<file path="config.mk">
export PLATFORM = sky130hd
export DESIGN_NAME = jpeg_frame_sequencer
export DESIGN_NICKNAME = d
export VERILOG_FILES = /design/src/rtl/jpeg_seq_pkg.sv /design/src/rtl/jseq_sync_edge.sv /design/src/rtl/jpeg_frame_sequencer.sv
export SDC_FILE = /design/constraint.sdc
export NUM_CORES = 1
export LEC_CHECK = 0
export CAP_MARGIN = 20
export CORE_ASPECT_RATIO = 0.75
export CORE_UTILIZATION = 30
export CTS_CLUSTER_DIAMETER = 40
export DETAILED_ROUTE_END_ITERATION = 8
export HOLD_SLACK_MARGIN = 0.15
export PLACE_DENSITY = 0.45
export SLEW_MARGIN = 15
export SYNTH_ARGS = -nofsm -noshare
export SYNTH_HDL_FRONTEND = slang
export SYNTH_HIERARCHICAL = 1
export SYNTH_SLANG_ARGS = --single-unit
</file>
<file path="constraint.sdc">
create_clock -name clk -period 4.78 [get_ports clk]
set_input_delay 0.956 -clock clk [delete_from_list [all_inputs] [get_ports clk]]
set_output_delay 0.956 -clock clk [all_outputs]
set_load 0.005 [all_outputs]
</file>
<file path="src/rtl/jpeg_seq_pkg.sv">
// Shared constants for the JPEG frame sequencer: state encoding, default
// stage timeouts, frame counter width and a small state-class helper.
package jpeg_seq_pkg;

  // Default width of the per-stage timeout counter
  localparam int unsigned TO_W_DEF = 24;

  // Width of the completed-frame counter
  localparam int unsigned FCNT_W = 16;

  // Default timeouts in clk cycles; 0 disables supervision of that stage
  localparam logic [23:0] STAGE_TIMEOUT_DEF = 24'd2_000_000;
  localparam logic [23:0] RD_TIMEOUT_DEF    = 24'd16_000_000;

  // Sequencer state encoding (exported on the debug port)
  localparam logic [2:0] ST_IDLE      = 3'd0;
  localparam logic [2:0] ST_ARM       = 3'd1;
  localparam logic [2:0] ST_CAPTURE   = 3'd2;
  localparam logic [2:0] ST_ENC_START = 3'd3;
  localparam logic [2:0] ST_ENCODE    = 3'd4;
  localparam logic [2:0] ST_READOUT   = 3'd5;
  localparam logic [2:0] ST_ERR       = 3'd6;

  // True for states that wait on an external event and are timed
  function automatic logic is_wait_state(input logic [2:0] st);
    logic res;
    case (st)
      ST_ARM:     res = 1'b1;
      ST_CAPTURE: res = 1'b1;
      ST_ENCODE:  res = 1'b1;
      ST_READOUT: res = 1'b1;
      default:    res = 1'b0;
    endcase
    return res;
  endfunction

endpackage

</file>
<file path="src/rtl/jseq_sync_edge.sv">
// Two-flop synchroniser for an asynchronous level, followed by one more
// flop so a clean single-cycle rising-edge strobe can be derived.
module jseq_sync_edge (
  input  logic clk,
  input  logic reset_n,
  input  logic d,
  output logic level,
  output logic rise
);

  // bit0 = first sync stage, bit1 = synchronised level, bit2 = edge history
  logic [2:0] sync_q;
  logic [2:0] sync_d;

  // Shift the raw input one stage deeper each cycle
  always_comb begin
    sync_d = {sync_q[1:0], d};
  end

  // Synchroniser and edge flops, cleared by the asynchronous reset
  always_ff @(posedge clk or negedge reset_n) begin
    if (!reset_n) begin
      sync_q <= 3'b000;
    end else begin
      sync_q <= sync_d;
    end
  end

  assign level = sync_q[1];
  assign rise  = sync_q[1] & ~sync_q[2];

endmodule

</file>
<file path="src/rtl/jpeg_frame_sequencer.sv">
// Frame scheduler for the OV7670 -> JPEG encoder -> ESP32 SPI pipeline.
// A host request arms capture on the next VSYNC, the encoder is started
// once the capture buffer is full, and the JPEG buffer is held for SPI
// readout until the readout path reports EOF. Every wait is supervised
// by a timeout; a host abort returns to IDLE without flagging an error.
module jpeg_frame_sequencer
  import jpeg_seq_pkg::*;
#(
  parameter int unsigned        TO_W          = TO_W_DEF,
  parameter logic [TO_W-1:0]    STAGE_TIMEOUT = STAGE_TIMEOUT_DEF,
  parameter logic [TO_W-1:0]    RD_TIMEOUT    = RD_TIMEOUT_DEF,
  parameter bit                 CONTINUOUS    = 1'b0
) (
  input  logic              clk,
  input  logic              reset_n,
  input  logic              host_req,
  input  logic              host_abort,
  input  logic              cam_vsync,
  input  logic              cap_done,
  input  logic              je_done,
  input  logic              rd_eof,
  output logic              cap_en,
  output logic              je_start,
  output logic              spi_go,
  output logic              rd_ready,
  output logic              err,
  output logic [FCNT_W-1:0] frame_cnt,
  output logic [2:0]        state
);

  localparam logic [TO_W-1:0]   TO_ONE   = {{(TO_W-1){1'b0}}, 1'b1};
  localparam logic [TO_W-1:0]   TO_ZERO  = {TO_W{1'b0}};
  localparam logic [FCNT_W-1:0] FCNT_ONE = {{(FCNT_W-1){1'b0}}, 1'b1};

  // Synchronised host / camera inputs
  logic req_lvl_s, req_rise_s;
  logic abort_lvl_s, abort_rise_s;
  logic vsync_lvl_s, vsync_rise_s;

  jseq_sync_edge u_sync_req (
    .clk     (clk),
    .reset_n (reset_n),
    .d       (host_req),
    .level   (req_lvl_s),
    .rise    (req_rise_s)
  );

  jseq_sync_edge u_sync_abort (
    .clk     (clk),
    .reset_n (reset_n),
    .d       (host_abort),
    .level   (abort_lvl_s),
    .rise    (abort_rise_s)
  );

  jseq_sync_edge u_sync_vsync (
    .clk     (clk),
    .reset_n (reset_n),
    .d       (cam_vsync),
    .level   (vsync_lvl_s),
    .rise    (vsync_rise_s)
  );

  // Only the request edge, abort level and VSYNC edge drive the FSM
  logic unused_sync_s;
  assign unused_sync_s = req_lvl_s ^ abort_rise_s ^ vsync_lvl_s;

  logic [2:0]        state_q, state_d;
  logic [TO_W-1:0]   to_cnt_q, to_cnt_d;
  logic [FCNT_W-1:0] frame_cnt_q, frame_cnt_d;
  logic              err_q, err_d;
  logic              cap_en_q, cap_en_d;
  logic              je_start_q, je_start_d;
  logic              spi_go_q, spi_go_d;
  logic              rd_ready_q, rd_ready_d;

  logic [TO_W-1:0]   limit_s;
  logic              timeout_s;
  logic              eof_accept_s;

  // Pick the active stage limit and flag expiry on its final cycle
  always_comb begin
    if (state_q == ST_READOUT) begin
      limit_s = RD_TIMEOUT;
    end else begin
      limit_s = STAGE_TIMEOUT;
    end
    if ((limit_s != TO_ZERO) && (to_cnt_q == (limit_s - TO_ONE))) begin
      timeout_s = 1'b1;
    end else begin
      timeout_s = 1'b0;
    end
  end

  // Next-state decode: abort beats completion, completion beats timeout
  always_comb begin
    state_d = state_q;
    if (abort_lvl_s) begin
      state_d = ST_IDLE;
    end else begin
      case (state_q)
        ST_IDLE: begin
          if ((CONTINUOUS == 1'b1) || req_rise_s) begin
            state_d = ST_ARM;
          end else begin
            state_d = ST_IDLE;
          end
        end
        ST_ARM: begin
          if (vsync_rise_s) begin
            state_d = ST_CAPTURE;
          end else if (timeout_s) begin
            state_d = ST_ERR;
          end else begin
            state_d = ST_ARM;
          end
        end
        ST_CAPTURE: begin
          if (cap_done) begin
            state_d = ST_ENC_START;
          end else if (timeout_s) begin
            state_d = ST_ERR;
          end else begin
            state_d = ST_CAPTURE;
          end
        end
        ST_ENC_START: begin
          state_d = ST_ENCODE;
        end
        ST_ENCODE: begin
          if (je_done) begin
            state_d = ST_READOUT;
          end else if (timeout_s) begin
            state_d = ST_ERR;
          end else begin
            state_d = ST_ENCODE;
          end
        end
        ST_READOUT: begin
          if (rd_eof) begin
            if (CONTINUOUS == 1'b1) begin
              state_d = ST_ARM;
            end else begin
              state_d = ST_IDLE;
            end
          end else if (timeout_s) begin
            state_d = ST_ERR;
          end else begin
            state_d = ST_READOUT;
          end
        end
        ST_ERR: begin
          state_d = ST_IDLE;
        end
        default: begin
          state_d = ST_IDLE;
        end
      endcase
    end
  end

  // Timeout counter restarts on any state change and runs in wait states
  always_comb begin
    if (state_d != state_q) begin
      to_cnt_d = TO_ZERO;
    end else if (is_wait_state(state_q)) begin
      to_cnt_d = to_cnt_q + TO_ONE;
    end else begin
      to_cnt_d = TO_ZERO;
    end
  end

  // Frame completion bookkeeping and the sticky error flag
  always_comb begin
    eof_accept_s = (!abort_lvl_s) && (state_q == ST_READOUT) && rd_eof;
    if (eof_accept_s) begin
      frame_cnt_d = frame_cnt_q + FCNT_ONE;
    end else begin
      frame_cnt_d = frame_cnt_q;
    end
    if (state_d == ST_ERR) begin
      err_d = 1'b1;
    end else if (eof_accept_s) begin
      err_d = 1'b0;
    end else begin
      err_d = err_q;
    end
  end

  // Registered handshake outputs decoded from the state being entered
  always_comb begin
    cap_en_d   = (state_d == ST_CAPTURE);
    je_start_d = (state_d == ST_ENC_START);
    spi_go_d   = (state_q == ST_ENCODE) && (state_d == ST_READOUT);
    rd_ready_d = (state_d == ST_READOUT);
  end

  // Sequencer state and output registers
  always_ff @(posedge clk or negedge reset_n) begin
    if (!reset_n) begin
      state_q     <= ST_IDLE;
      to_cnt_q    <= TO_ZERO;
      frame_cnt_q <= {FCNT_W{1'b0}};
      err_q       <= 1'b0;
      cap_en_q    <= 1'b0;
      je_start_q  <= 1'b0;
      spi_go_q    <= 1'b0;
      rd_ready_q  <= 1'b0;
    end else begin
      state_q     <= state_d;
      to_cnt_q    <= to_cnt_d;
      frame_cnt_q <= frame_cnt_d;
      err_q       <= err_d;
      cap_en_q    <= cap_en_d;
      je_start_q  <= je_start_d;
      spi_go_q    <= spi_go_d;
      rd_ready_q  <= rd_ready_d;
    end
  end

  assign cap_en    = cap_en_q;
  assign je_start  = je_start_q;
  assign spi_go    = spi_go_q;
  assign rd_ready  = rd_ready_q;
  assign err       = err_q;
  assign frame_cnt = frame_cnt_q;
  assign state     = state_q;

endmodule

</file>
==> run metrics, run 1 <==
Netlist Area Pre-Place=about 0.0029 mm2; LEAKAGE=1.33 nW; Die Ht=roughly 87 um; max incr delay on CP=around 500 ps; Yosys warnings=6; Worst Tran Pin Value=~740 ps; Detail Route Antenna Nets=0; IO buf count=31; vias after detailed routing=1978; Final Util=between 30% and 40%; final slew viol count=0; largest net degree at the start of global routing=57; Final HPWL DP=~4200 um; cts bufs inserted=5; DRC violations left=0; Syn Nets=268; Total Wirelength=approximately 6000 um; CTS tree=done; routability cong.=around 0.72; vias in the first global route=1943; post_cts resized=0; status=completed; pwr dens=roughly 260 mW/mm2; wire per inst=approximately 14 um; critical path arrival=2910 ps; crit-path cells=clkdlybuf4s50_1 > a211o_1 > nand3b_1 > o211ai_1 > nand4_4 > a21oi_2; Setup CP Type=in2reg; CP max-delay cell=nand4_4; Fin. Hold Viols=0; reg2reg path depth=6; crit share post-route=a little under three fifths; Bufs and invs on worst path=1; flop2flop setup slack=roughly 2200 ps; max-cap viol count=0; # rows=30; vias per std cell=4.73; Fmax achieved=roughly 370 MHz; worst hold path type=reg2reg; CTS Hold Bufs=0; H-tree levels=2; Worst Skew=between 6 and 7 ps; CTS Sinks=between 50 and 60; Post-Route Setup TNS=0 ps; dpl ws=roughly 1700 ps; DR pass1 iterations=4; routing usage on met3=around 3.1%; Relative slew margins=around half; crit path max fanout=24; Crit path max-delay family=compound AO/OA/AOI/OAI gates; DRT iter0 DRCs=53; Critical Path Sink Type=flop; Initial Utilization=31.3%; die area=between 0.009 and 0.01 mm2; M2 GR Usage=around 17%; Top Usage Layer GRT=met1; Total GRT Usage=roughly 14%; initial antenna violation count=0; first-pass GRT wire length=10400 um; Clock Path Buffers=2; Tmin final=2700 ps; clock latency on the worst-skew pair=approximately 300 ps; Core Footprint=around 0.009 mm2; Critical Path Start Type=input port; Inserted Diodes=0; grt met1 use=22.1%; Hold Crit Depth=0; RSZ-0062 raised after global routing=false; layout net count=approximately 300; clock transition at the registers of the reported paths=approximately 70 ps; share of cells above drive strength 1=between 15 and 20%; Syn Inst Count=258; critical path required time=between 4000 and 5000 ps; grt total ovfl=0; Area Growth Syn to Fin=19.2%; Synth Area per Inst=around 11 um2; die width=115 um; Finish-stage setup viols=0; VDD IR-drop max=around 0.15 mV; Setup Fix Bufs, Post-CTS=0; I/O Pins=32; Root Driver=clkbuf_16; WP depth=6; setup ws final=about 2100 ps
-- where the power goes --
part | switching (mW) | internal, mW | total (mW)
Clock | 0.174 | 0.195 | 0.370
Combinational | 0.0306 | 0.0195 | 0.0501
Sequential | 0.00738 | 0.479 | 0.487
Total | 0.212 | 0.694 | 0.907
-- placed cells by master (no fill, tap or decap), types with 2 or more instances in the layout --
cell type / count
nor4bb_1: 2
nand2b_1: 4
xnor2_1: 17
nor2b_4: 2
nor2b_1: 3
nor3_1: 5
inv_1: 3
and3_1: 8
nand3_1: 18
a21boi_1: 2
nand4_1: 9
clkinvlp_4: 2
clkbuf_16: 5
nor2_1: 14
clkdlybuf4s50_1: 30
a21oi_1: 5
xor2_1: 20
ha_1: 2
nor3b_1: 2
a21oi_2: 20
and2_1: 3
o211ai_1: 2
dfrtp_1: 56
and4_1: 4
nand3b_1: 2
nand2_1: 18
-- state kept, by name, summed over array words and instances (netlist names) --
register	count
frame_cnt	16
spi_go	1
err	1
rd_ready	1
u_sync_vsync/sync_q	3
u_sync_req/sync_q	3
state	3
cap_en	1
je_start	1
u_sync_abort/sync_q	2
to_cnt_q	24
-- layer usage --
layer  wire length, um  share of wire [%]
met1              3540                 59
met2              2270                 38
met3               167                2.8
met4                53               0.88
met5                 0                  0
-- area by class of cell --
type	count	area, um2
Tap cell	128	160
Clock inverter	3	23.8
Multi-Input combinational cell	191	1390
Clock buffer	5	125
Sequential cell	56	1400
Inverter	3	11.3
Timing Repair Buffer	32	313
Fill cell	933	5740
-- per-stage QoR --
stage	area (um2)	instances	power (mW)	hold WS, ps
finish	3420	418	0.907	350
CTS	3420	418	0.924	354
global route	3420	418	0.948	363
floorplan	2870	258	0.525	331
detailed placement	3270	410	0.548	336
global placement	3270	410	0.548	335
-- final timing paths --
kind | from | end
max | rd_eof | to_cnt_q[10]
min | u_sync_vsync/sync_q[0] | u_sync_vsync/sync_q[1]
max reg2reg | state[2] | to_cnt_q[0]
min reg2reg | u_sync_vsync/sync_q[0] | u_sync_vsync/sync_q[1]
max in group asynchronous | reset_n | to_cnt_q[13]
min in group asynchronous | reset_n | to_cnt_q[18]
Power figures use the tool's default switching activity.
==> inputs of run 2 (changes only) <==
PLACE_DENSITY = 0.47   (was 0.45)
clock period = 2.4 ns   (was 4.78 ns; I/O delays follow)
==> run metrics, run 2 (synthesized netlist as in run 1, its figures left out) <==
die width=around 110 um; wire per inst=roughly 14 um; initial antenna violation count=0; pwr dens=about 520 mW/mm2; IO buf count=31; Inserted Diodes=0; Area Growth Syn to Fin=23.1%; # rows=30; Critical Path Sink Type=flop; Worst Tran Pin Value=between 600 and 700 ps; max-cap viol count=0; fillers=between 900 and 1k; crit share post-route=90.3%; Clock Path Buffers=2; largest net degree at the start of global routing=35; most frequent cells in the layout=dfrtp_1, clkdlybuf4s50_1, xor2_1, a21oi_2; Fmax achieved=~460 MHz; crit-path cells=or3b_1 > or4_1 > a221oi_2 > o21ai_2 > nand4_4 > buf_12 > a21boi_1; max incr delay on CP=440 ps; Net Switching=429 uW; Final HPWL DP=around 4400 um; clock latency on the worst-skew pair=around 300 ps; Fin. Hold Viols=0; switching part of the total power=23.5%; I/O Pins=32; sequential fraction of design power=between 50% and 60%; grt total ovfl=0; Initial Utilization=31.3%; post_cts resized=0; Die Ht=between 80 and 90 um; Clock power frac=40.7%; LEAKAGE=around 1.4 nW; Core Footprint=just over 0.009 mm2; flop2flop setup slack=approximately 230 ps; Worst Skew=4.76 ps; DRC violations left=0; Tmin final=2170 ps; Relative slew margins=a little under three fifths; DRT iter0 DRCs=roughly 110; Root Driver=clkbuf_16; worst hold path type=in2async; Critical Path Start Type=flop; Detail Route Antenna Nets=0; vias in the first global route=approximately 1.9k; critical path arrival=around 2400 ps; Total GRT Usage=13.6%; DR pass1 iterations=4; clock transition at the registers of the reported paths=roughly 70 ps; first-pass GRT wire length=a little over 10000 um; Setup Fix Bufs, Post-CTS=0; cell internal pwr=~1.4 mW; vias per std cell=about 4.6; Finish-stage setup viols=0; Comb pwr share=6.4%; most common cell after layout, fill and taps aside=dfrtp_1; Final Util=slightly below 40%; CP max-delay cell=dfrtp_1; final slew viol count=0; share of cells above drive strength 1=between 10% and 20%; Seq. cell area=around 0.0014 mm2; cts bufs inserted=5; Largest register FFs=24; critical path required time=between 2000 and 3000 ps; RSZ-0062 raised after global routing=false; Hold WS=about 170 ps; H-tree levels=2; status=completed; CTS Sinks=56; Setup CP Type=reg2reg; Multi-input gate area=around 0.0014 mm2; CTS Hold Bufs=0; vias after detailed routing=1989; CTS tree=done; routability cong.=approximately 0.77; Top reg by flops=to_cnt_q; layout net count=just over 300; crit path max fanout=24; VDD IR-drop max=about 0.24 mV; die area=0.00997 mm2; Total Wirelength=a little over 6000 um
## run 2: cell types whose count changed in the layout (fill, tap and decap cells not counted)
cell and change:
inv_6 +1, clkinvlp_4 -1, clkinv_4 -1, buf_4 +7
clkinv_2 +1, buf_12 +3
## run 2: cell type report
cell class	count	area share, %
clock buffers	5	3.54
clock inverters	3	0.602
multi-input cells	191	39.3
repair buffers	42	12.0
inverters	3	0.319
well taps	128	4.53
flip-flops and latches	56	39.7
## run 2: worst max-delay path, delay by kind of cell (launching register included)
kind	cells	cell delay, ps
compound gates	3	500
buf+inv	1	200
simple gates	3	890
flops	1	440
## run 2: per-layer routing
layer | routed length [um] | vias to the layer above | GRT usage (%)
met5 | 0 | - | 0
met4 | 65 | 0 | 4.25
met3 | 203 | 7 | 3.71
met2 | 2340 | 32 | 16.4
met1 | 3450 | 948 | 22.1
li1 | - | 1002 | -
## run 2: power groups by stage
stage,logic [mW],clock network (mW),registers [mW]
2_1_floorplan,0.0643,0,0.981
3_3_place_gp,0.122,0,0.982
3_5_place_dp,0.121,0,0.982
4_1_cts,0.121,0.771,0.964
5_1_grt,0.132,0.805,0.965
6_report,0.117,0.742,0.964
## run 2: worst paths after layout
kind,cells after the start,endpoint,start
max,7,to_cnt_q[1],to_cnt_q[10]
min,1,state[0],reset_n
max reg2reg,7,to_cnt_q[1],to_cnt_q[10]
min reg2reg,0,u_sync_req/sync_q[1],u_sync_req/sync_q[0]
max in group asynchronous,2,to_cnt_q[10],reset_n
min in group clk,0,u_sync_req/sync_q[1],u_sync_req/sync_q[0]
## run 2: metrics by stage
stage	worst slack, ps	setup TNS, ps	power (mW)	instances	cell area [um2]
after floorplan	396	0	1.05	258	2870
after global placement	52.2	0	1.10	420	3390
after detailed placement	-2.64	-2.64	1.10	420	3390
after CTS	223	0	1.86	428	3530
after global routing	71.9	0	1.90	428	3530
final	233	0	1.82	428	3530
